<file path="src/rtl/ulpb_node.sv">
// ulpb_node: ULPB ring member-node bus engine.
// Requests the ring by pulling data low, arbitrates on the first bus-clock
// rise, then shifts a 40-bit message (8-bit address + 32-bit payload)
// out on bus-clock falls or in on bus-clock rises. Ring data is forwarded
// downstream whenever this node is not the transmitter.
//
// Ports:
//   CLK_IN    system clock (ring signals are oversampled on it)
//   RESET     synchronous active-high reset
//   BUS_CLK   ring clock from bus control (asynchronous)
//   BUS_DIN   ring data from upstream (asynchronous)
//   BUS_DOUT  ring data to downstream
//   TX_REQ    level request to transmit (sampled in IDLE only)
//   TX_ADDR   destination address, latched at acceptance
//   TX_DATA   payload, latched at acceptance
//   TX_ACK    one-cycle pulse on completed transmit
//   TX_FAIL   one-cycle pulse on lost arbitration / aborted transmit
//   RX_DATA   last accepted payload
//   RX_VALID  one-cycle pulse when RX_DATA updates
//   BUSY      high in every state except IDLE
//
// Build option: define ULPB_BROADCAST_EN to also accept address 8'hFF.

module ulpb_node #(
    parameter logic [7:0]  NODE_ADDR    = 8'hA5,
    parameter int unsigned IDLE_TIMEOUT = 40
) (
    input  logic        CLK_IN,
    input  logic        RESET,
    input  logic        BUS_CLK,
    input  logic        BUS_DIN,
    output logic        BUS_DOUT,
    input  logic        TX_REQ,
    input  logic [7:0]  TX_ADDR,
    input  logic [31:0] TX_DATA,
    output logic        TX_ACK,
    output logic        TX_FAIL,
    output logic [31:0] RX_DATA,
    output logic        RX_VALID,
    output logic        BUSY
);

    localparam int TW = $clog2(IDLE_TIMEOUT + 1);
    localparam logic [TW-1:0] TO_MAX = TW'(IDLE_TIMEOUT);

    typedef enum logic [2:0] {
        S_IDLE,
        S_REQ,
        S_TX,
        S_TX_END,
        S_RX,
        S_WAIT
    } state_e;

    state_e state_q, state_d;

    logic clk_s1_q, clk_s2_q, clk_prev_q;
    logic din_s1_q, din_s2_q;

    logic [39:0]   sh_q, sh_d;
    logic [5:0]    cnt_q, cnt_d;
    logic [TW-1:0] to_q, to_d;
    logic          slot_q, slot_d;
    logic          done_q, done_d;
    logic          dout_q, dout_d;
    logic [31:0]   rxd_q, rxd_d;
    logic          rxv_q, rxv_d;
    logic          ack_q, ack_d;
    logic          fail_q, fail_d;

    logic rise, fall, timeout, addr_ok;

    assign rise = clk_s2_q & ~clk_prev_q;
    assign fall = ~clk_s2_q & clk_prev_q;
    assign timeout = (state_q != S_IDLE)
                  && (to_q == TO_MAX);

    // Address field of the word completing on this rise.
`ifdef ULPB_BROADCAST_EN
    assign addr_ok = (sh_q[38:31] == NODE_ADDR)
                  || (sh_q[38:31] == 8'hFF);
`else
    assign addr_ok = (sh_q[38:31] == NODE_ADDR);
`endif

    // Synchronizers, edge history and state register.
    always_ff @(posedge CLK_IN) begin
        if (RESET) begin
            clk_s1_q   <= 1'b1;
            clk_s2_q   <= 1'b1;
            clk_prev_q <= 1'b1;
            din_s1_q   <= 1'b1;
            din_s2_q   <= 1'b1;
            state_q    <= S_IDLE;
        end else begin
            clk_s1_q   <= BUS_CLK;
            clk_s2_q   <= clk_s1_q;
            clk_prev_q <= clk_s2_q;
            din_s1_q   <= BUS_DIN;
            din_s2_q   <= din_s1_q;
            state_q    <= state_d;
        end
    end

    // Next-state logic.
    always_comb begin
        state_d = state_q;
        if (timeout) begin
            state_d = S_IDLE;
        end else begin
            unique case (state_q)
                S_IDLE: begin
                    if (TX_REQ)
                        state_d = S_REQ;
                    else if (!din_s2_q)
                        state_d = S_RX;
                end
                S_REQ: begin
                    if (rise)
                        state_d = din_s2_q ? S_TX : S_RX;
                end
                S_TX: begin
                    if (fall && cnt_q == 6'd39)
                        state_d = S_TX_END;
                end
                S_TX_END: begin
                    // Leave after the end-pattern 0 was sampled.
                    if (rise && cnt_q == 6'd42)
                        state_d = S_WAIT;
                end
                S_RX: begin
                    if (rise && !slot_q && cnt_q == 6'd39)
                        state_d = S_WAIT;
                end
                S_WAIT: state_d = S_WAIT;
                default: state_d = S_IDLE;
            endcase
        end
    end

    // Datapath and registered-output next values.
    always_comb begin
        sh_d   = sh_q;
        cnt_d  = cnt_q;
        slot_d = slot_q;
        done_d = done_q;
        dout_d = dout_q;
        rxd_d  = rxd_q;
        rxv_d  = 1'b0;
        ack_d  = 1'b0;
        fail_d = 1'b0;
        BUSY   = (state_q != S_IDLE);

        // IDLE holds the counter at zero so a new
        // transaction starts with a full window.
        if (state_q == S_IDLE || rise || fall)
            to_d = '0;
        else if (to_q != TO_MAX)
            to_d = to_q + TW'(1);
        else
            to_d = to_q;

        if (timeout) begin
            fail_d = (state_q == S_TX)
                  || (state_q == S_TX_END);
            ack_d  = (state_q == S_WAIT) && done_q;
            done_d = 1'b0;
            cnt_d  = '0;
            dout_d = din_s2_q;
        end else begin
            unique case (state_q)
                S_IDLE: begin
                    cnt_d  = '0;
                    done_d = 1'b0;
                    if (TX_REQ) begin
                        sh_d   = {TX_ADDR, TX_DATA};
                        dout_d = 1'b0;
                    end else begin
                        dout_d = din_s2_q;
                        slot_d = 1'b1;
                    end
                end
                S_REQ: begin
                    dout_d = 1'b0;
                    if (rise && !din_s2_q) begin
                        // Upstream won; its arbitration
                        // slot is consumed here.
                        fail_d = 1'b1;
                        dout_d = din_s2_q;
                        slot_d = 1'b0;
                        cnt_d  = '0;
                    end
                end
                S_TX: begin
                    if (fall) begin
                        dout_d = sh_q[39];
                        sh_d   = {sh_q[38:0], 1'b0};
                        cnt_d  = cnt_q + 6'd1;
                    end
                end
                S_TX_END: begin
                    if (fall && cnt_q == 6'd40) begin
                        dout_d = 1'b1;
                        cnt_d  = cnt_q + 6'd1;
                    end else if (fall && cnt_q == 6'd41) begin
                        dout_d = 1'b0;
                        cnt_d  = cnt_q + 6'd1;
                    end
                    if (rise && cnt_q == 6'd42)
                        done_d = 1'b1;
                end
                S_RX: begin
                    dout_d = din_s2_q;
                    if (rise && slot_q) begin
                        slot_d = 1'b0;
                    end else if (rise) begin
                        sh_d  = {sh_q[38:0], din_s2_q};
                        cnt_d = cnt_q + 6'd1;
                        if (cnt_q == 6'd39 && addr_ok) begin
                            rxd_d = {sh_q[30:0], din_s2_q};
                            rxv_d = 1'b1;
                        end
                    end
                end
                S_WAIT: dout_d = din_s2_q;
                default: dout_d = 1'b1;
            endcase
        end
    end

    always_ff @(posedge CLK_IN) begin
        if (RESET) begin
            sh_q   <= '0;
            cnt_q  <= '0;
            to_q   <= '0;
            slot_q <= 1'b0;
            done_q <= 1'b0;
            dout_q <= 1'b1;
            rxd_q  <= '0;
            rxv_q  <= 1'b0;
            ack_q  <= 1'b0;
            fail_q <= 1'b0;
        end else begin
            sh_q   <= sh_d;
            cnt_q  <= cnt_d;
            to_q   <= to_d;
            slot_q <= slot_d;
            done_q <= done_d;
            dout_q <= dout_d;
            rxd_q  <= rxd_d;
            rxv_q  <= rxv_d;
            ack_q  <= ack_d;
            fail_q <= fail_d;
        end
    end

    assign BUS_DOUT = dout_q;
    assign RX_DATA  = rxd_q;
    assign RX_VALID = rxv_q;
    assign TX_ACK   = ack_q;
    assign TX_FAIL  = fail_q;

endmodule
</file>
<file path="config.mk">
export PLATFORM = sky130hd
export DESIGN_NAME = ulpb_node
export DESIGN_NICKNAME = d
export VERILOG_FILES = /design/src/rtl/ulpb_node.sv
export SDC_FILE = /design/constraint.sdc
export NUM_CORES = 1
export LEC_CHECK = 0
export CELL_PAD_IN_SITES_DETAIL_PLACEMENT = 0
export CELL_PAD_IN_SITES_GLOBAL_PLACEMENT = 1
export CORE_MARGIN = 5
export CORE_UTILIZATION = 42
export CTS_CLUSTER_SIZE = 40
export DETAILED_ROUTE_END_ITERATION = 8
export PLACE_DENSITY_LB_ADDON = 0.1
export SLEW_MARGIN = 30
export SYNTH_ARGS = -nofsm -noshare
export SYNTH_HDL_FRONTEND = slang
export SYNTH_SLANG_ARGS = --single-unit
</file>
<file path="constraint.sdc">
create_clock -name CLK_IN -period 5.7 [get_ports CLK_IN]
set_input_delay 1.425 -clock CLK_IN [delete_from_list [all_inputs] [get_ports CLK_IN]]
set_output_delay 1.425 -clock CLK_IN [all_outputs]
set_load 0.05 [all_outputs]
</file>
Yosys cells after proc, flatten, opt, wreduce, memory -nomap -nowiden
Cells that the tools add are included.
{"block": "word_totals", "reg_bits": 98, "latch_bits": 0, "mem_bits_rw": 0, "rom_bits": 0, "output_inout_bits": 37, "wordCells": 124, "n_memories": 0}
{"block": "classes", "addsub": 2, "n_mul": 0, "div_mod_pow": 0, "magnitude_cmp": 0, "eq_ne": 27, "shift": 0, "n_mux": 37, "n_bitwise": 8, "n_reduce_logical": 34}
{"operator": "$mux 40", "count": 4}
{"operator": "$pmux 40 s3", "count": 1}
{"operator": "$mux 6", "count": 6}
{"operator": "$eq 6x6->1 const B", "count": 5}
{"operator": "$pmux 6 s5", "count": 1}
{"operator": "$ne 2x2->1 const B", "count": 11}
{"operator": "$mux 3", "count": 7}
{"operator": "$pmux 3 s6", "count": 1}
{"operator": "$reduce_and 5->1", "count": 3}
{"operator": "$mux 1", "count": 14}
{"operator": "$add 6x1->6 const B", "count": 2}
{"operator": "$reduce_and 6->1", "count": 2}
{"operator": "$logic_and 1x1->1", "count": 11}
{"operator": "$reduce_bool 3->1", "count": 3}
{"operator": "$eq 8x8->1 const B", "count": 1}
{"operator": "$reduce_or 2->1", "count": 4}
{"operator": "$eq 3x2->1 const B", "count": 2}
{"operator": "$eq 3x3->1 const B", "count": 2}
{"operator": "$ne 3x3->1 const B", "count": 2}
{"operator": "$ne 6x6->1 const B", "count": 1}
{"operator": "$not 1->1", "count": 6}
{"operator": "$pmux 1 s5", "count": 1}
{"operator": "$reduce_bool 5->1", "count": 1}
{"operator": "$reduce_or 5->1", "count": 1}
{"operator": "11 further kinds", "count": 16}

Depth between registers and ports, before layout
{"block": "depth", "word_depth": 7, "ltp_mapped": 9}

Worst setup path after synthesis
OpenSTA, ideal clock, no wires.
{"block": "synth_path", "kind": "flip-flop to output port", "from": "register state_q[0]", "to": "output port BUSY", "arrival_ns": 1.073, "slack_ns": 3.202, "stages_incl_launch_ff": 4, "path_buffers": 2, "cell_sequence": "dfxtp_1 > buf_6 > or3_1 > clkbuf_1"}
{"block": "synth_between", "elab_chain_len": 1}
{"element": "start, declared", "line": "55", "rtl": "state_e state_q, state_d;"}
{"element": "start signal, assigned", "line": "101", "rtl": "state_q <= state_d;"}
{"element": "$reduce_bool 3->1", "line": "152", "rtl": "BUSY = (state_q != S_IDLE);"}
{"element": "end, declared", "line": "40", "rtl": "output logic BUSY"}
No other way between the ends.

Final worst setup path
{"block": "layout_path", "from": "register state_q[1]", "to": "output port BUSY"}
Same word-level chain as after synthesis.

==> qor.txt <==
Largest net degree at the start of global routing -> 71
Die ar. -> 12600 um^2
Post-Syn Area -> 4410 um^2
TritonCTS clock tree -> yes
I/O pin cnt -> 82
Synth Instances -> 500
Cts hold-fix bufs -> 0
Crit Path Category -> reg -> out
Core Region -> 10300 um^2
WL final -> 10400 um
Worst Path Max Fanout -> 21
Ys flop type -> dfxtp_1
Power per cell area -> 424 nW/um^2
First-pass GRT wire length -> 17900 um
Period minus WS final -> 3.75 ns
TNS Setup -> 0 ns
Yosys top cell area share -> 44.5%
Post_cts resized -> 0
Fmax -> 0.266 GHz
CTS max path bufs -> 2
Total CTS buffers -> 9
Status -> complete, no violations
Mean Syn Cell Area -> 8.82 um^2
Root Driver -> clkbuf_8
Sequential fraction of the synthesis area -> 44.5%
Worst-path clk slew -> 0.08 ns
Register area -> 1960 um^2
Crit path launch type -> flop
P&R area growth vs syn -> 23.6%
Tcrit/Tclk final -> 65.9%
Routability cong. -> 0.849
Synthesis-stage register bit count -> 98
Sink Count -> 98
Fin. max-slew vios -> 0
CP Capture Type -> primary output
Drt initial violations -> 171
Cell taking the most area after synthesis -> dfxtp_1
Post-CTS Setup Bufs -> 0
Cell Rows -> 37
Hold Crit Depth -> 1
Vias per cell -> 5.18
Global Route Usage Sum -> 16.8%
Flop2flop setup slack -> 2.92 ns
# diodes -> 0
Max Clock Skew -> 0.0172 ns
Post-Synthesis Net Count -> 551
Avg WL per Cell -> 14.8 um
Worst EP arrival -> 2.33 ns
Port Buffers -> 81
Vias in the first global route -> 3626
Initial antenna violation count -> 0
Die width -> 112 um
CTS H-tree depth -> 3
DRC -> 0
Number of enable flip-flop cells after synthesis -> 0
DPL Wire Length -> 7000 um
Syn. warnings -> 0
Async SR Flop Fraction -> 0%
Worst R2R End -> sh_q[16]
Fill count -> 1019
Final Instance Area -> 5450 um^2
Chip height -> 112 um
CP required -> 4.28 ns
Slew @ Worst Pin -> 0.774 ns
Worst hold endpoint -> clk_s2_q
Max cap viols -> 0
Main area contributors after synthesis -> dfxtp_1, mux2i_1, a211oi_1, nand2_1, nor2_1
Peak supply drop -> 0.000162 V
Min-delay src -> clk_s1_q
Fraction of layout cells with a size suffix above 1 -> 6.56%
Overflow left after global routing -> 0
Final-report hold violation count -> 0
Unrepaired setup endpoints after global routing -> false
Detail Route Antenna Nets -> 0
Leakage power -> 0.00185 uW
Reg-to-reg startpoint -> state_q[1]
First-pass detailed-route iteration total -> 4
Cell variety after synth -> 60
FF-to-FF path depth -> 5
Area of the multi-input gates -> 2250 um^2
Insertion delay to the later sink of the worst-skew pair -> 0.36 ns
Nets@finish -> 611
Initial core utilization -> 42.9%
Slew HR -> 48.4%
Setup violations, final -> 0
Worst hold path type -> reg -> reg
Via count -> 3625
Area post-placement -> 5240 um^2
[state kept, by name (all words and copies together) (netlist names)]
register    flops
sh_q           40
RX_DATA        32
cnt_q           6
to_q            6
state_q         3
BUS_DOUT        1
RX_VALID        1
TX_ACK          1
TX_FAIL         1
clk_prev_q      1
clk_s1_q        1
clk_s2_q        1
din_s1_q        1
din_s2_q        1
done_q          1
slot_q          1
[cell families (layout without fill, tap and decap cells)]
family	count (synthesis)	in the layout	share of synthesized area, %
buf+inv	43	107	4.82
mux	41	41	9.31
simple gates	194	194	21.5
compound gates	113	113	17.1
flops	98	98	44.5
xor+xnor	5	5	0.993
fa+ha+maj	6	6	1.70
[placed cells by master, fill, tap and decap left out, types with 2 or more instances in the layout]
cell	n
dfxtp_1	98
clkdlybuf4s50_1	80
nand2_1	72
nor2_1	57
a211oi_1	42
a21oi_1	42
mux2i_1	41
clkbuf_8	10
nand3_1	7
o21ai_0	7
inv_1	6
nor2b_1	6
nand2b_1	6
or2_2	6
ha_1	6
or3_1	5
buf_4	5
nor3_1	4
o211ai_1	4
nor4_1	4
nand4_1	3
xnor2_1	3
and3_1	3
and2_1	2
xor2_1	2
nand3b_1	2
nor3b_2	2
a41oi_1	2
nor4bb_1	2
clkinvlp_4	2
[worst max path at each step]
stage,startpoint,to,slack [ns],cells past startpoint
floorplan,state_q[0],BUSY,3.20,3
global placement,TX_REQ,sh_q[34],1.88,7
detailed placement,TX_REQ,sh_q[37],1.77,7
CTS,state_q[1],BUSY,1.98,2
global route,state_q[1],BUSY,1.87,2
finish,state_q[1],BUSY,1.95,2
[power by group]
part / total, uW / internal, uW / leakage [uW] / switching [uW]
registers: 1000 / 842 / 0.000801 / 161
logic: 854 / 369 / 0.000950 / 485
clock network: 453 / 215 / 0.0000950 / 238
total: 2310 / 1430 / 0.00185 / 883
[stage by stage]
step | setup slack, ns | power (uW) | util [%] | std cells | hold WS [ns]
6_report | 1.95 | 2310 | 53.0 | 700 | 0.416
5_1_grt | 1.87 | 2490 | 53.0 | 700 | 0.433
4_1_cts | 1.98 | 2330 | 52.9 | 700 | 0.416
3_5_place_dp | 1.77 | 1870 | 51.0 | 685 | 0.396
3_3_place_gp | 1.88 | 1850 | 51.0 | 685 | 0.392
2_1_floorplan | 3.20 | 1710 | - | 500 | 0.389
[final cells by class]
| cell class | count | share of cell area [%] |
|---|---|---|
| multi-input cells | 359 | 41.3 |
| clock buffers | 10 | 2.53 |
| well taps | 136 | 3.12 |
| clock inverters | 5 | 1.15 |
| repair buffers | 86 | 15.5 |
| flip-flops and latches | 98 | 36.0 |
| inverters | 6 | 0.413 |
[synthesized netlist by cell type, drive strengths merged, types with 5 or more instances]
| cell | instances |
|---|---|
| dfxtp | 98 |
| nand2 | 73 |
| nor2 | 57 |
| a21oi | 43 |
| a211oi | 42 |
| mux2i | 41 |
| buf | 21 |
| clkbuf | 16 |
| nand3 | 8 |
| o21ai | 8 |
| or2 | 7 |
| ha | 6 |
| inv | 6 |
| nand2b | 6 |
| nor2b | 6 |
| or3 | 5 |
[metal layers]
layer | global-route usage, % | up-vias | wire, um
met5 | 0 | - | 0
met3 | 3.34 | 12 | 477
li1 | - | 1879 | -
met1 | 23.5 | 1656 | 5140
met4 | 5.13 | 0 | 133
met2 | 26.1 | 78 | 4630
[worst max-delay path: stages, from the launching register on]
cell and delay, ns:
dfxtp_1 0.80, or3_1 0.34, clkdlybuf4s50_1 0.84
No activity file was read; power rests on OpenSTA's default activity.
